## config.mk

```make
export PLATFORM = sky130hd
export DESIGN_NAME = timer_cmd_tx_flat
export DESIGN_NICKNAME = d
export VERILOG_FILES = /design/src/rtl/timer_cmd_tx_if.sv /design/src/rtl/timer_cmd_tx.sv /design/src/flat_wrapper.sv
export SDC_FILE = /design/constraint.sdc
export NUM_CORES = 1
export LEC_CHECK = 0
export CORE_UTILIZATION = 56
export CTS_BUF_LIST = sky130_fd_sc_hd__clkbuf_8
export DETAILED_ROUTE_END_ITERATION = 8
export PLACE_DENSITY = 0.86
export SYNTH_ARGS = -nofsm -noshare
export SYNTH_HDL_FRONTEND = slang
export SYNTH_SLANG_ARGS = --single-unit
```

## constraint.sdc

```tcl
create_clock -name clk -period 7.97 [get_ports clk]
set_input_delay 1.9925 -clock clk [delete_from_list [all_inputs] [get_ports clk]]
set_output_delay 1.9925 -clock clk [all_outputs]
set_load 0.005 [all_outputs]
```

## src/rtl/timer_cmd_tx_if.sv

```systemverilog
// Pin bundle between the host-side command transmitter and the remote timer.
// The master side is the host or test driver; the slave side is the transmitter itself.
interface timer_cmd_tx_if;
    logic       start;
    logic [3:0] delay;
    logic       done;
    logic       x;
    logic       busy;
    logic       ack;
    logic       timeout;

    modport master (output start, delay, done, input x, busy, ack, timeout);
    modport slave  (input start, delay, done, output x, busy, ack, timeout);
endinterface

```

## src/rtl/timer_cmd_tx.sv

```systemverilog
// Serialises a timer request (preamble 1101 + 4-bit delay, MSB first) onto x,
// then waits for the remote done, acks it for one cycle, with a watchdog on the wait.
module timer_cmd_tx #(
    parameter int COUNT_CYCLES = 1000,
    parameter int SLACK        = 16,
    parameter int WD_W         = 16
) (
    input  logic           clk,
    input  logic           reset,
    timer_cmd_tx_if.slave  bus
);

    typedef enum logic [2:0] {
        S_IDLE = 3'd0,
        S_PRE  = 3'd1,
        S_DATA = 3'd2,
        S_WAIT = 3'd3,
        S_ACK  = 3'd4
    } state_t;

    localparam logic [WD_W-1:0] CC_W    = WD_W'(COUNT_CYCLES);
    localparam logic [WD_W-1:0] SLACK_W = WD_W'(SLACK);

    state_t          r_state;
    logic [1:0]      r_idx;
    logic [3:0]      r_delay;
    logic [WD_W-1:0] r_wd;
    logic            r_x;
    logic            r_busy;
    logic            r_ack;
    logic            r_timeout;
    logic [WD_W-1:0] w_limit;

    // Preamble 1101 indexed from the first transmitted bit.
    function automatic logic pre_bit(input logic [1:0] i);
        return (i != 2'd2);
    endfunction

    function automatic logic [WD_W-1:0] sat_inc(input logic [WD_W-1:0] v);
        return (v == '1) ? v : v + 1'b1;
    endfunction

    assign w_limit = ({{(WD_W-4){1'b0}}, r_delay} + 1'b1) * CC_W + SLACK_W;

    assign bus.x       = r_x;
    assign bus.busy    = r_busy;
    assign bus.ack     = r_ack;
    assign bus.timeout = r_timeout;

    // Outputs are loaded with the value belonging to the state being entered,
    // so x/busy/ack line up with the state held in the flops.
    always_ff @(posedge clk) begin
        if (reset) begin
            r_state   <= S_IDLE;
            r_idx     <= 2'd0;
            r_delay   <= 4'd0;
            r_wd      <= '0;
            r_x       <= 1'b0;
            r_busy    <= 1'b0;
            r_ack     <= 1'b0;
            r_timeout <= 1'b0;
        end else begin
            case (r_state)
                S_IDLE: begin
                    r_x    <= 1'b0;
                    r_ack  <= 1'b0;
                    r_busy <= 1'b0;
                    if (bus.start) begin
                        r_delay   <= bus.delay;
                        r_timeout <= 1'b0;
                        r_idx     <= 2'd0;
                        r_state   <= S_PRE;
                        r_x       <= pre_bit(2'd0);
                        r_busy    <= 1'b1;
                    end
                end
                S_PRE: begin
                    if (r_idx == 2'd3) begin
                        r_idx   <= 2'd0;
                        r_state <= S_DATA;
                        r_x     <= r_delay[3];
                    end else begin
                        r_idx <= r_idx + 2'd1;
                        r_x   <= pre_bit(r_idx + 2'd1);
                    end
                end
                S_DATA: begin
                    if (r_idx == 2'd3) begin
                        r_state <= S_WAIT;
                        r_wd    <= '0;
                        r_x     <= 1'b0;
                    end else begin
                        r_idx <= r_idx + 2'd1;
                        r_x   <= r_delay[2'd2 - r_idx];
                    end
                end
                S_WAIT: begin
                    r_x <= 1'b0;
                    // done takes priority over a watchdog expiry in the same cycle.
                    if (bus.done) begin
                        r_state <= S_ACK;
                        r_ack   <= 1'b1;
                    end else if (r_wd == w_limit) begin
                        r_timeout <= 1'b1;
                        r_state   <= S_IDLE;
                        r_busy    <= 1'b0;
                    end else begin
                        r_wd <= sat_inc(r_wd);
                    end
                end
                S_ACK: begin
                    r_ack   <= 1'b0;
                    r_x     <= 1'b0;
                    r_busy  <= 1'b0;
                    r_state <= S_IDLE;
                end
                default: begin
                    r_state <= S_IDLE;
                    r_x     <= 1'b0;
                    r_ack   <= 1'b0;
                    r_busy  <= 1'b0;
                end
            endcase
        end
    end

endmodule

```

## src/flat_wrapper.sv

```systemverilog
// flat-port wrapper written by rule: the top's interface ports become plain ports
module timer_cmd_tx_flat 
#(
    parameter int COUNT_CYCLES = 1000,
    parameter int SLACK        = 16,
    parameter int WD_W         = 16
)
  (clk, reset, bus_start, bus_delay, bus_done, bus_x, bus_busy, bus_ack, bus_timeout);
  timer_cmd_tx_if bus_i ();
  input  logic clk;
  input  logic reset;
  input wire logic [$bits(bus_i.start)-1:0] bus_start;
  input wire logic [$bits(bus_i.delay)-1:0] bus_delay;
  input wire logic [$bits(bus_i.done)-1:0] bus_done;
  output wire logic [$bits(bus_i.x)-1:0] bus_x;
  output wire logic [$bits(bus_i.busy)-1:0] bus_busy;
  output wire logic [$bits(bus_i.ack)-1:0] bus_ack;
  output wire logic [$bits(bus_i.timeout)-1:0] bus_timeout;
  assign bus_i.start = bus_start;
  assign bus_i.delay = bus_delay;
  assign bus_i.done = bus_done;
  assign bus_x = bus_i.x;
  assign bus_busy = bus_i.busy;
  assign bus_ack = bus_i.ack;
  assign bus_timeout = bus_i.timeout;
  timer_cmd_tx #(.COUNT_CYCLES(COUNT_CYCLES), .SLACK(SLACK), .WD_W(WD_W)) u_core (.clk(clk), .reset(reset), .bus(bus_i));
endmodule
```

-- Word level (Yosys, flattened, before mapping)
Cells that the tools add are included.
- magnitude comparators: 1
- add/subtract/negate cells: 5
- reduce and logical (&&, ||, !) cells: 12
- bitwise logic cells: 1
- multipliers: 1
- equality and inequality tests: 17
- muxes and demuxes: 30
- operators by type and width (cell ; count):
    two-way mux 16 bit ; 4
    case mux 16 bit (2 select lines) ; 1
    adder 16 x 1 -> 16 bit, second input constant ; 1
    adder 16 x 5 -> 16 bit, second input constant ; 1
    == test 16 bit ; 1
    == test 16 bit, second input constant ; 1
    multiplier 16 x 7 -> 13 bit, second input constant ; 1
    two-way mux 3 bit ; 5
    inequality test 2 bit, second input constant ; 7
    case mux 3 bit (4 select lines) ; 1
    two-way mux 1 bit ; 10
    AND reduction 4 bit ; 2
    == test 3 x 2 -> 1 bit, second input constant ; 2
    two-way mux 2 bit ; 3
    inequality test 2 x 1 -> 1 bit, second input constant ; 3
    case mux 1 bit (3 select lines) ; 2
    case mux 2 bit (3 select lines) ; 1
    AND reduction 3 bit ; 2
    adder 4 x 1 -> 5 bit, second input constant ; 1
    AND reduction 5 bit ; 1
    case mux 1 bit (2 select lines) ; 2
    AND reduction 2 bit ; 2
    nonzero test 2 bit ; 2
    == test 3 x 1 -> 1 bit, second input constant ; 1
    other kinds (10) ; 10
- output and inout port bits: 4
- input bits: 8
- bits in registers: 29
- word-level logic and storage cells: 75

-- Logic depth before layout (Yosys ltp)
Gate-level depths: netlist of run 1.
- word-level depth: 7
- gate-level depth with buffers: 20
- gate-level depth less buffers: 18

-- Worst setup path after synthesis of run 1
Ideal clock, no wire load.
- kind: flip-flop to flip-flop
- from: register u_core.r_delay[0]
- to: register u_core.r_state[1]
- required time: 7853 ps
- path slack: 2604 ps
- clock period less this slack: 5366 ps
- data arrival time: 5248 ps
- stages on the path, launching flop included: 19
- path through: dfxtp_1 > clkbuf_2 > nand3_1 > xor2_1 > inv_1 > fa_1 > fa_1 > fa_1 > ha_1 > inv_2 > or4_1 > a41o_1 > a21oi_1 > nor2_1 > o311a_1 > a2111oi_2 > buf_4 > o21ai_1 > a32o_1
- longest elaborated chain between the ends: 6
- RTL lines (what ; RTL line ; text):
    start, declared ; timer_cmd_tx.sv:26 ; logic [3:0] r_delay;
    start signal, assigned ; timer_cmd_tx.sv:69 ; r_delay <= bus.delay;
    adder 4 x 1 -> 5 bit ; timer_cmd_tx.sv:43 ; assign w_limit = ({{(WD_W-4){1'b0}}, r_delay} + 1'b1) * CC_W + SLACK_W;
    multiplier 16 x 7 -> 13 bit ; timer_cmd_tx.sv:43 ;
    adder 16 x 5 -> 16 bit ; timer_cmd_tx.sv:43 ;
    == test 16 bit ; timer_cmd_tx.sv:103 ; end else if (r_wd == w_limit) begin
    inequality test 3 x 2 -> 1 bit (no line) ; -- ;
    AND reduction 4 bit (no line) ; -- ;
    end signal, assigned ; timer_cmd_tx.sv:54 ; r_state <= S_IDLE;
    end signal, assigned ; timer_cmd_tx.sv:101 ; r_state <= S_ACK;
    end signal, assigned ; timer_cmd_tx.sv:105 ; r_state <= S_IDLE;
    end, declared ; timer_cmd_tx.sv:24 ; state_t r_state;
Every way passes these cells.
A chain may end at the register's enable or synchronous reset.

-- Final worst setup path of run 1
- from: register u_core.r_delay[0]
- to: register u_core.r_state[0]
The elaborated chain is that of the path after synthesis.

==> key figures, run 1 <==
Yosys
  – Ys async rst share: 0
  – Mapped cell area: 3000 µm²
  – Seq/Total Area, Yosys: 0.194
  – Largest family of logic cells by synthesized area: compound AO/OA/AOI/OAI gates
  – Post-Synth Adder-Cell Area: 0.175
  – Post-synthesis simple-gate area fraction: 0.229
  – Post-synth net total: 417
  – YS warnings: 0
  – Multiplexer area fraction after synthesis: 0.0246
  – Post-synth EDFFs: 0
  – Compound-gate portion of the synthesized area: 0.254
  – Synth Instances: 373
  – Xor and xnor area share after synthesis: 0.0572
  – Synth Area per Inst: 8.03 µm²
  – Most common flop cell mapped by yosys: dfxtp_1
  – Synth cell types: 70
  – Flops & latches, synth: 29

Clocking
  – Longest Clk Path Bufs: 2
  – H-tree depth: 2
  – Hold-fix buffers at CTS: 0
  – CTS Root Cell: clkbuf_8
  – Clk pin slew, worst setup/hold paths: 0.06 ns
  – CTS tree: yes
  – Post-CTS setup buffer count: 0
  – Post_cts resized: 0
  – Sink Count: 29
  – Clk Latency, worst-skew pair: 0.28 ns
  – CTS buffer count: 5

STA
  – Slew Limit Headroom: 0.284
  – Worst Skew: 0.00432 ns
  – Unrepaired setup endpoints after global routing: no
  – Fin crit period: 6.32 ns
  – Finish-stage setup viols: 0
  – Hold slack: 0.482 ns
  – Final Slew Violations: 0
  – Fin crit share: 0.792
  – Setup WS post-layout: 1.65 ns
  – F_max: 0.158 GHz
  – Fin. Hold Viols: 0
  – Pin slew with the least headroom to its limit: 1.07 ns
  – Setup TNS Final: 0 ns

Power and ir drop
  – Leakage: 1.24 nW
  – Peak VDD IR: 0.119 mV
  – P per Cell Area: 173 nW/µm²
  – Design Power: 0.554 mW

Run
  – Max cap viols: 0

Floorplanning
  – Core footprint: 5140 µm²
  – Die Area: 5650 µm²
  – Starting Density: 0.583
  – Die Y-Extent: 75.1 µm
  – Die Width: 75.1 µm
  – I/O pin total: 12
  – # rows: 26

Setup path
  – Crit path max fanout: 11
  – R2r endpoint: u_core.r_state[0]
  – Worst Setup Start Kind: flop
  – Reg2Reg Depth: 16
  – Critical Path Sink Type: flop
  – CP arrival: 6.50 ns
  – Slack of the worst reg-to-reg path: 1.65 ns
  – Setup Crit Path Kind: flop to flop
  – CP required: 8.15 ns
  – Reg2reg start: u_core.r_delay[0]

Layout
  – P&R area growth vs syn: 6.73%
  – Layout cells sized above 1: 0.0485
  – Fillcell total: 454
  – Final instance area: 3200 µm²
  – Nets: 415
  – Fin cells: 441
  – Core Util, Final: 0.622
  – Antenna Cells: 0

Place
  – Placed insts: 434
  – Gp weighted congestion: 0.859
  – IO Port Bufs: 11
  – Post-DP Area: 3110 µm²
  – DP Worst Slack: 1.75 ns
  – DP HPWL: 5020 µm

Hold path
  – Hold path depth: 2
  – Min-Delay Endpoint: u_core.bus.timeout
  – HP Class: flop to flop
  – Min-Delay Startpoint: u_core.bus.timeout

Route
  – First-pass iteration count of the detailed router: 5
  – Vias/cell: 6.30
  – DR iter-0 viols: 176
  – Vias: 2777
  – DR WL/cell: 15.2 µm
  – Detail Route Antenna Nets: 0
  – Post-route DRC: 0
  – WL final: 6720 µm

Global routing
  – Largest net degree at the start of global routing: 28
  – Initial antenna violation count: 0
  – Vias in the first global route: 2372
  – All-Layer GR Usage: 0.250
  – First-pass GRT wire length: 11000 µm
  – GR Overflow Total: 0

Outcome
  – Outcome: complete, no violations
## registers in the layout, summed over array words and instances (netlist names)
| signal | cells |
|---|---|
| u_core.bus.ack | 1 |
| u_core.bus.busy | 1 |
| u_core.bus.timeout | 1 |
| u_core.bus.x | 1 |
| u_core.r_delay | 4 |
| u_core.r_idx | 2 |
| u_core.r_state | 3 |
| u_core.r_wd | 16 |
## cell families after synthesis
family                     after synthesis
AOI/OAI and AO/OA                      104
xor gates and xnor gates                18
adders and majority gates               36
buffers and inverters                   49
DFF                                     29
muxes                                    6
other                                    1
and+or+nand+nor                        130
## cells in the final DEF, fill, tap and decap left out, types with 7 or more instances in the layout
cell             Yosys  final
clkdlybuf4s50_1      0     11
inv_1               27     28
dfxtp_1             29     29
nor3_1               8      8
fa_1                10     10
ha_1                26     26
nand2b_1            10     10
and3_1               7      7
xnor2_1             12     12
nor2_1              25     25
o21ai_0             14     14
a21oi_1             24     24
nand3_1             10     10
nor2b_1              8      8
a31oi_1              9      9
nand4_1              8      8
nand2_1             28     28
## synthesized netlist by cell type, drive strengths merged, types with 3 or more instances
master,n,share of area
dfxtp,29,0.19
inv,29,0.036
nand2,28,0.035
ha,26,0.11
nor2,25,0.031
a21oi,24,0.040
clkbuf,17,0.022
o21ai,16,0.027
xnor2,12,0.035
fa,10,0.067
nand2b,10,0.021
nand3,10,0.017
a31oi,9,0.019
nand4,8,0.017
nor2b,8,0.017
nor3,8,0.013
and3,7,0.015
and2,6,0.013
or4,6,0.015
a311oi,5,0.015
o31ai,5,0.013
xor2,5,0.015
mux2i,4,0.013
o211ai,4,0.010
o22ai,4,0.010
a211o,3,0.0088
a211oi,3,0.0092
a21o,3,0.0075
a221oi,3,0.011
and3b,3,0.0088
buf,3,0.0058
nor4,3,0.0063
## cell type report
cell class	instances	area (µm²)	area share
Clock inverter	1	3.75	0.00117
Sequential cell	29	581	0.182
Multi-Input combinational cell	295	2220	0.695
Timing Repair Buffer	11	110	0.0344
Tap cell	70	87.6	0.0274
Inverter	29	109	0.0341
Clock buffer	6	82.6	0.0258
## worst max-delay path: stages (launching register included)
cell	delay, ns
dfxtp_1	0.38
ha_1	0.27
xnor2_1	0.41
inv_1	0.16
fa_1	0.61
fa_1	0.46
fa_1	0.47
ha_1	0.43
inv_2	0.10
or4_1	0.51
a41o_1	0.30
a21boi_4	0.25
nand4_1	0.13
or3_1	0.35
a2111oi_2	0.91
o221ai_1	0.25
and3_1	0.22
## how the worst max path moves through the flow
| stage | startpoint | to | slack [ns] | cells after the start |
|---|---|---|---|---|
| 6_report | u_core.r_delay[0] | u_core.r_state[0] | 1.65 | 16 |
| 5_1_grt | u_core.r_delay[0] | u_core.r_state[0] | 1.18 | 15 |
| 3_3_place_gp | u_core.r_delay[0] | u_core.r_state[0] | 1.96 | 16 |
| 4_1_cts | u_core.r_delay[0] | u_core.r_state[0] | 1.75 | 16 |
| 3_5_place_dp | u_core.r_delay[0] | u_core.r_state[0] | 1.75 | 16 |
| 2_1_floorplan | u_core.r_delay[0] | u_core.r_state[1] | 2.60 | 18 |
## layer usage
layer  vias to the layer above  track usage  routed length (µm)
met2                        98        0.402                3120
met1                      1306        0.350                3110
met3                        13       0.0442                 375
li1                       1360            -                   -
met4                         0       0.0597                 107
met5                         -            0                   0
## where the power goes
group | leakage (nW) | internal (mW) | total [mW] | switching (mW)
combinational | 0.960 | 0.117 | 0.280 | 0.163
sequential | 0.235 | 0.148 | 0.153 | 0.00473
clock | 0.0485 | 0.0670 | 0.122 | 0.0545
(Power assumes the default switching activity.)
==> run 2, diff against run 1 <==
==> constraint.sdc (replaced) <==
create_clock -name clk -period 6.1 [get_ports clk]
set_input_delay 1.525 -clock clk [delete_from_list [all_inputs] [get_ports clk]]
set_output_delay 1.525 -clock clk [all_outputs]
set_load 0.005 [all_outputs]
==> key figures, run 2 (synthesis gave the netlist of run 1 again) <==
Outcome
  – Outcome: complete, no violations (unchanged)

Global routing
  – Initial antenna violation count: 0 (unchanged)
  – Vias in the first global route: 2453 (was 2372)
  – All-Layer GR Usage: 0.252 (was 0.250)
  – GR peak layer: met2 (unchanged)
  – Largest net degree at the start of global routing: 28 (unchanged)
  – First-pass GRT wire length: 11100 µm (was 11000 µm)
  – Met2 Use GR: 0.412 (was 0.402)
  – GR Overflow Total: 0 (unchanged)
  – Met1 usage: 0.346 (was 0.350)
  – M3 GR Usage: 0.0469 (was 0.0442)

Setup path
  – CP required: 6.28 ns (was 8.15 ns)
  – Crit path max fanout: 11 (unchanged)
  – CP arrival: 5.92 ns (was 6.50 ns)
  – Slack of the worst reg-to-reg path: 0.37 ns (was 1.65 ns)
  – Setup Crit Path Kind: flop to flop (unchanged)
  – Worst Setup Start Kind: flop (unchanged)
  – Critical Path Sink Type: flop (unchanged)

Layout
  – P&R area growth vs syn: 8.19% (was 6.73%)
  – FF/Latch Area: 581 µm² (unchanged)
  – Most frequent cells in the layout: 29 x dfxtp_1, 28 x inv_1, 28 x nand2_1 (unchanged)
  – Leading registers by flop count: u_core.r_wd x16, u_core.r_delay x4, u_core.r_state x3 (unchanged)
  – Max FFs per register: 16 (unchanged)
  – Antenna Cells: 0 (unchanged)
  – Footprint of the multi-input gates: 2230 µm² (was 2220 µm²)
  – Layout cells sized above 1: 0.0563 (was 0.0485)
  – Fillcell total: 451 (was 454)
  – Biggest register: u_core.r_wd (unchanged)
  – Nets: 416 (was 415)
  – Commonest non-fill, non-tap cell in the layout: dfxtp_1 (unchanged)

Clocking
  – CTS Root Cell: clkbuf_8 (unchanged)
  – H-tree depth: 2 (unchanged)
  – Longest Clk Path Bufs: 2 (unchanged)
  – CTS tree: yes (unchanged)
  – Sink Count: 29 (unchanged)
  – CTS buffer count: 5 (unchanged)
  – Hold-fix buffers at CTS: 0 (unchanged)
  – Clk Latency, worst-skew pair: 0.29 ns (was 0.28 ns)
  – Clk pin slew, worst setup/hold paths: 0.06 ns (about the same)

STA
  – F_max: 0.174 GHz (was 0.158 GHz)
  – Setup WS post-layout: 0.365 ns (was 1.65 ns)
  – Pin slew with the least headroom to its limit: 1.04 ns (was 1.07 ns)
  – Finish-stage setup viols: 0 (unchanged)
  – Fin. Hold Viols: 0 (unchanged)
  – Slew Limit Headroom: 0.301 (was 0.284)
  – Final Slew Violations: 0 (unchanged)
  – Worst Skew: 0.00842 ns (was 0.00432 ns)
  – Setup TNS Final: 0 ns (unchanged)
  – Unrepaired setup endpoints after global routing: no (unchanged)
  – Fin crit period: 5.73 ns (was 6.32 ns)
  – Fin crit share: 0.940 (was 0.792)

Route
  – Detail Route Antenna Nets: 0 (unchanged)
  – Vias/cell: 6.25 (was 6.30)
  – DR WL/cell: 15.0 µm (was 15.2 µm)
  – Post-route DRC: 0 (unchanged)
  – WL final: 6670 µm (was 6720 µm)
  – First-pass iteration count of the detailed router: 5 (unchanged)
  – DR iter-0 viols: 212 (was 176)
  – Vias: 2767 (was 2777)

Floorplanning
  – Die Y-Extent: 75.1 µm (unchanged)
  – Die Width: 75.1 µm (unchanged)
  – # rows: 26 (unchanged)
  – I/O pin total: 12 (unchanged)
  – Core footprint: 5140 µm² (unchanged)
  – Starting Density: 0.583 (unchanged)
  – Die Area: 5650 µm² (unchanged)

Place
  – DP Worst Slack: 0.389 ns (was 1.75 ns)
  – Gp weighted congestion: 0.890 (was 0.859)
  – DP HPWL: 5010 µm (was 5020 µm)
  – IO Port Bufs: 11 (unchanged)

Power and ir drop
  – Leakage: 1.26 nW (was 1.24 nW)
  – Peak VDD IR: 0.162 mV (was 0.119 mV)
  – Design Power: 0.771 mW (was 0.554 mW)
  – P per Cell Area: 238 nW/µm² (was 173 nW/µm²)

Hold path
  – HP Class: flop to flop (unchanged)

Run
  – Max cap viols: 0 (unchanged)
[run 2: cell count changes in the layout (fill, tap and decap cells not counted), sizes merged]
cell	change
buf	+1
bufinv	+1
[run 2: repair_timing]
item	CTS	global route
resized for setup	0	1
setup buffers	0	0
endpoints found under the setup margin	0	9
[run 2: metal layers]
layer / vias to the layer above / wire (µm) / part of all wire
met5: - / 0 / 0
met4: 0 / 95 / 0.014
met3: 9 / 318 / 0.048
met2: 100 / 3170 / 0.48
met1: 1286 / 3080 / 0.46
li1: 1372 / - / -
[run 2: path summary, 6_finish.rpt]
check	start	to	cells after the start
max	u_core.r_delay[0]	u_core.r_wd[2]	17
min	u_core.bus.timeout	u_core.bus.timeout	2
max reg2reg	u_core.r_delay[0]	u_core.r_wd[2]	17
min reg2reg	u_core.bus.timeout	u_core.bus.timeout	2
[run 2: report_power, final]
| group | internal [mW] | total (mW) | switching, mW |
|---|---|---|---|
| sequential | 0.193 | 0.199 | 0.00618 |
| clock | 0.131 | 0.208 | 0.0771 |
| combinational | 0.153 | 0.363 | 0.210 |
| total | 0.478 | 0.771 | 0.294 |
[run 2: cell type report]
cell class | count | share of cell area
multi-input cells | 295 | 0.688
repair buffers | 12 | 0.0363
inverters | 29 | 0.0336
clock inverters | 2 | 0.0104
clock buffers | 6 | 0.0255
well taps | 70 | 0.0270
flip-flops and latches | 29 | 0.179
[run 2: critical path: stages (launching register included)]
cell,delay [ns]
dfxtp_1,0.38
ha_1,0.27
xnor2_1,0.38
inv_1,0.16
fa_1,0.61
fa_1,0.46
fa_1,0.47
ha_1,0.43
inv_2,0.10
or4_1,0.50
a41o_1,0.28
a21oi_1,0.23
mux2i_1,0.23
o311a_1,0.20
a2111oi_2,0.05
buf_4,0.18
or4_1,0.50
a31oi_1,0.20
[run 2: through the flow]
stage / utilization / area, µm² / hold slack (ns) / std cells
6_report: 0.630 / 3240 / 0.488 / 443
2_1_floorplan: - / 3000 / 0.462 / 373
4_1_cts: 0.629 / 3230 / 0.490 / 443
3_3_place_gp: 0.607 / 3120 / 0.459 / 435
5_1_grt: 0.630 / 3240 / 0.510 / 443
3_5_place_dp: 0.607 / 3120 / 0.476 / 435
==> run 3, diff against run 2 <==
--- a/config.mk
+++ b/config.mk
@@ -5,8 +5,10 @@
 export SDC_FILE = /design/constraint.sdc
 export NUM_CORES = 1
 export LEC_CHECK = 0
+export CORE_MARGIN = 8
 export CORE_UTILIZATION = 56
 export CTS_BUF_LIST = sky130_fd_sc_hd__clkbuf_8
+export CTS_CLUSTER_SIZE = 8
 export DETAILED_ROUTE_END_ITERATION = 8
 export PLACE_DENSITY = 0.86
 export SYNTH_ARGS = -nofsm -noshare
==> key figures, run 3 (synthesis gave the netlist of run 1 again) <==
Run
  – Max cap viols: 0 (unchanged)

Power and ir drop
  – Design Power: 0.729 mW (was 0.771 mW)
  – Peak VDD IR: 0.138 mV (was 0.162 mV)
  – Sequential power share: 0.274 (was 0.259)
  – P_sw: 0.294 mW (about the same)
  – Switching portion of total power: 0.403 (was 0.381)
  – Leakage: 1.25 nW (was 1.26 nW)
  – P per Cell Area: 226 nW/µm² (was 238 nW/µm²)
  – Clk pwr share: 0.221 (was 0.270)
  – Pint: 0.435 mW (was 0.478 mW)
  – Comb power frac: 0.505 (was 0.471)

Place
  – Gp weighted congestion: 0.913 (was 0.890)
  – IO Port Bufs: 11 (unchanged)
  – DP HPWL: 5210 µm (was 5010 µm)
  – Post-DP Area: 3120 µm² (unchanged)

Layout
  – Core Util, Final: 0.628 (was 0.630)
  – Antenna Cells: 0 (unchanged)
  – Leading registers by flop count: u_core.r_wd x16, u_core.r_delay x4, u_core.r_state x3 (unchanged)
  – Biggest register: u_core.r_wd (unchanged)
  – Most frequent cells in the layout: 29 x dfxtp_1, 28 x inv_1, 28 x nand2_1 (unchanged)
  – Commonest non-fill, non-tap cell in the layout: dfxtp_1 (unchanged)
  – Layout cells sized above 1: 0.0591 (was 0.0563)
  – Fillcell total: 438 (was 451)
  – P&R area growth vs syn: 7.69% (was 8.19%)
  – Max FFs per register: 16 (unchanged)
  – Nets: 416 (unchanged)
  – Final instance area: 3230 µm² (was 3240 µm²)

Global routing
  – GR peak layer: met2 (unchanged)
  – Met1 usage: 0.255 (was 0.346)
  – All-Layer GR Usage: 0.196 (was 0.252)
  – First-pass GRT wire length: 12500 µm (was 11100 µm)
  – Vias in the first global route: 2733 (was 2453)
  – M3 GR Usage: 0.0349 (was 0.0469)
  – Met2 Use GR: 0.316 (was 0.412)
  – Initial antenna violation count: 0 (unchanged)
  – Largest net degree at the start of global routing: 28 (unchanged)
  – GR Overflow Total: 0 (unchanged)

Route
  – Vias/cell: 6.32 (was 6.25)
  – DR iter-0 viols: 318 (was 212)
  – First-pass iteration count of the detailed router: 5 (unchanged)
  – Post-route DRC: 0 (unchanged)
  – WL final: 7050 µm (was 6670 µm)
  – DR WL/cell: 15.9 µm (was 15.0 µm)
  – Vias: 2792 (was 2767)
  – Detail Route Antenna Nets: 0 (unchanged)

Floorplanning
  – Die Area: 7950 µm² (was 5650 µm²)
  – Die Y-Extent: 89.1 µm (was 75.1 µm)
  – Core footprint: 5140 µm² (unchanged)
  – I/O pin total: 12 (unchanged)
  – Die Width: 89.1 µm (was 75.1 µm)
  – Starting Density: 0.583 (unchanged)
  – # rows: 26 (unchanged)

Setup path
  – Worst Setup Start Kind: flop (unchanged)
  – Crit path max fanout: 11 (unchanged)
  – Slack of the worst reg-to-reg path: 0.42 ns (was 0.37 ns)
  – CP arrival: 5.85 ns (was 5.92 ns)
  – Critical Path Sink Type: flop (unchanged)
  – Setup Crit Path Kind: flop to flop (unchanged)
  – CP required: 6.28 ns (about the same)

STA
  – Pin slew with the least headroom to its limit: 1.03 ns (was 1.04 ns)
  – Fin crit share: 0.931 (was 0.940)
  – Fin. Hold Viols: 0 (unchanged)
  – Setup TNS Final: 0 ns (unchanged)
  – Worst Skew: 0.00861 ns (was 0.00842 ns)
  – Final Slew Violations: 0 (unchanged)
  – F_max: 0.176 GHz (was 0.174 GHz)
  – Fin crit period: 5.68 ns (was 5.73 ns)
  – Finish-stage setup viols: 0 (unchanged)
  – Unrepaired setup endpoints after global routing: no (unchanged)
  – Slew Limit Headroom: 0.309 (was 0.301)

Clocking
  – Hold-fix buffers at CTS: 0 (unchanged)
  – H-tree depth: 2 (unchanged)
  – Sink Count: 29 (unchanged)
  – Clk Latency, worst-skew pair: 0.29 ns (about the same)
  – Post-CTS setup buffer count: 0 (unchanged)
  – CTS tree: yes (unchanged)
  – Clk pin slew, worst setup/hold paths: 0.06 ns (about the same)
  – Post_cts resized: 0 (unchanged)
  – Longest Clk Path Bufs: 2 (unchanged)
  – CTS Root Cell: clkbuf_8 (unchanged)
  – CTS buffer count: 5 (unchanged)

Outcome
  – Outcome: complete, no violations (unchanged)

Hold path
  – HP Class: flop to flop (unchanged)
-- run 3: cell types whose count changed in the layout (fill, tap and decap cells not counted) --
cell,previous run,this run
bufinv_16,1,0
xnor2_1,12,11
xnor2_2,0,1
xor2_1,5,4
xor2_2,0,1
-- run 3: stage by stage --
stage               std cells  setup WS, ns  hold slack, ns
global placement          435         0.542           0.460
CTS                       442         0.342           0.483
global route              442        0.0569           0.524
detailed placement        435         0.378           0.470
floorplan                 373         0.734           0.462
finish                    442         0.423           0.481
-- run 3: worst paths after layout --
path                 startpoint            endpoint  depth (start not counted)
min reg2reg  u_core.bus.timeout  u_core.bus.timeout                          2
max reg2reg   u_core.r_delay[0]   u_core.r_state[1]                         17
max           u_core.r_delay[0]   u_core.r_state[1]                         17
min          u_core.bus.timeout  u_core.bus.timeout                          2
-- run 3: layout make-up --
type,instances,area (µm²),share of cell area
multi-input combinational,295,2240,0.696
sequential,29,581,0.180
timing repair buffer,12,118,0.0365
inverter,29,109,0.0337
tap,70,87.6,0.0272
clock buffer,6,82.6,0.0256
clock inverter,1,3.75,0.00116
-- run 3: layer usage --
layer | vias up | wire (µm)
met5 | - | 0
li1 | 1368 | -
met1 | 1291 | 3330
met3 | 21 | 387
met4 | 0 | 135
met2 | 112 | 3190
-- run 3: worst max-delay path: stages, from the launching register on --
cell       delay (ns)
dfxtp_1          0.49
nand3_1          0.18
xor2_2           0.25
inv_1            0.18
fa_1             0.65
fa_1             0.47
fa_1             0.47
ha_1             0.43
inv_2            0.10
or4_1            0.50
a41o_1           0.29
a21boi_4         0.24
nand4_1          0.11
or3_1            0.34
a2111oi_2        0.30
buf_4            0.23
o21ai_1          0.07
a32o_1           0.27
-- run 3: power by group through the flow --
stage	sequential [mW]	combinational, mW	clock (mW)
detailed placement	0.203	0.359	0
CTS	0.199	0.363	0.163
finish	0.200	0.368	0.161
floorplan	0.201	0.295	0
global route	0.201	0.410	0.173
global placement	0.203	0.346	0
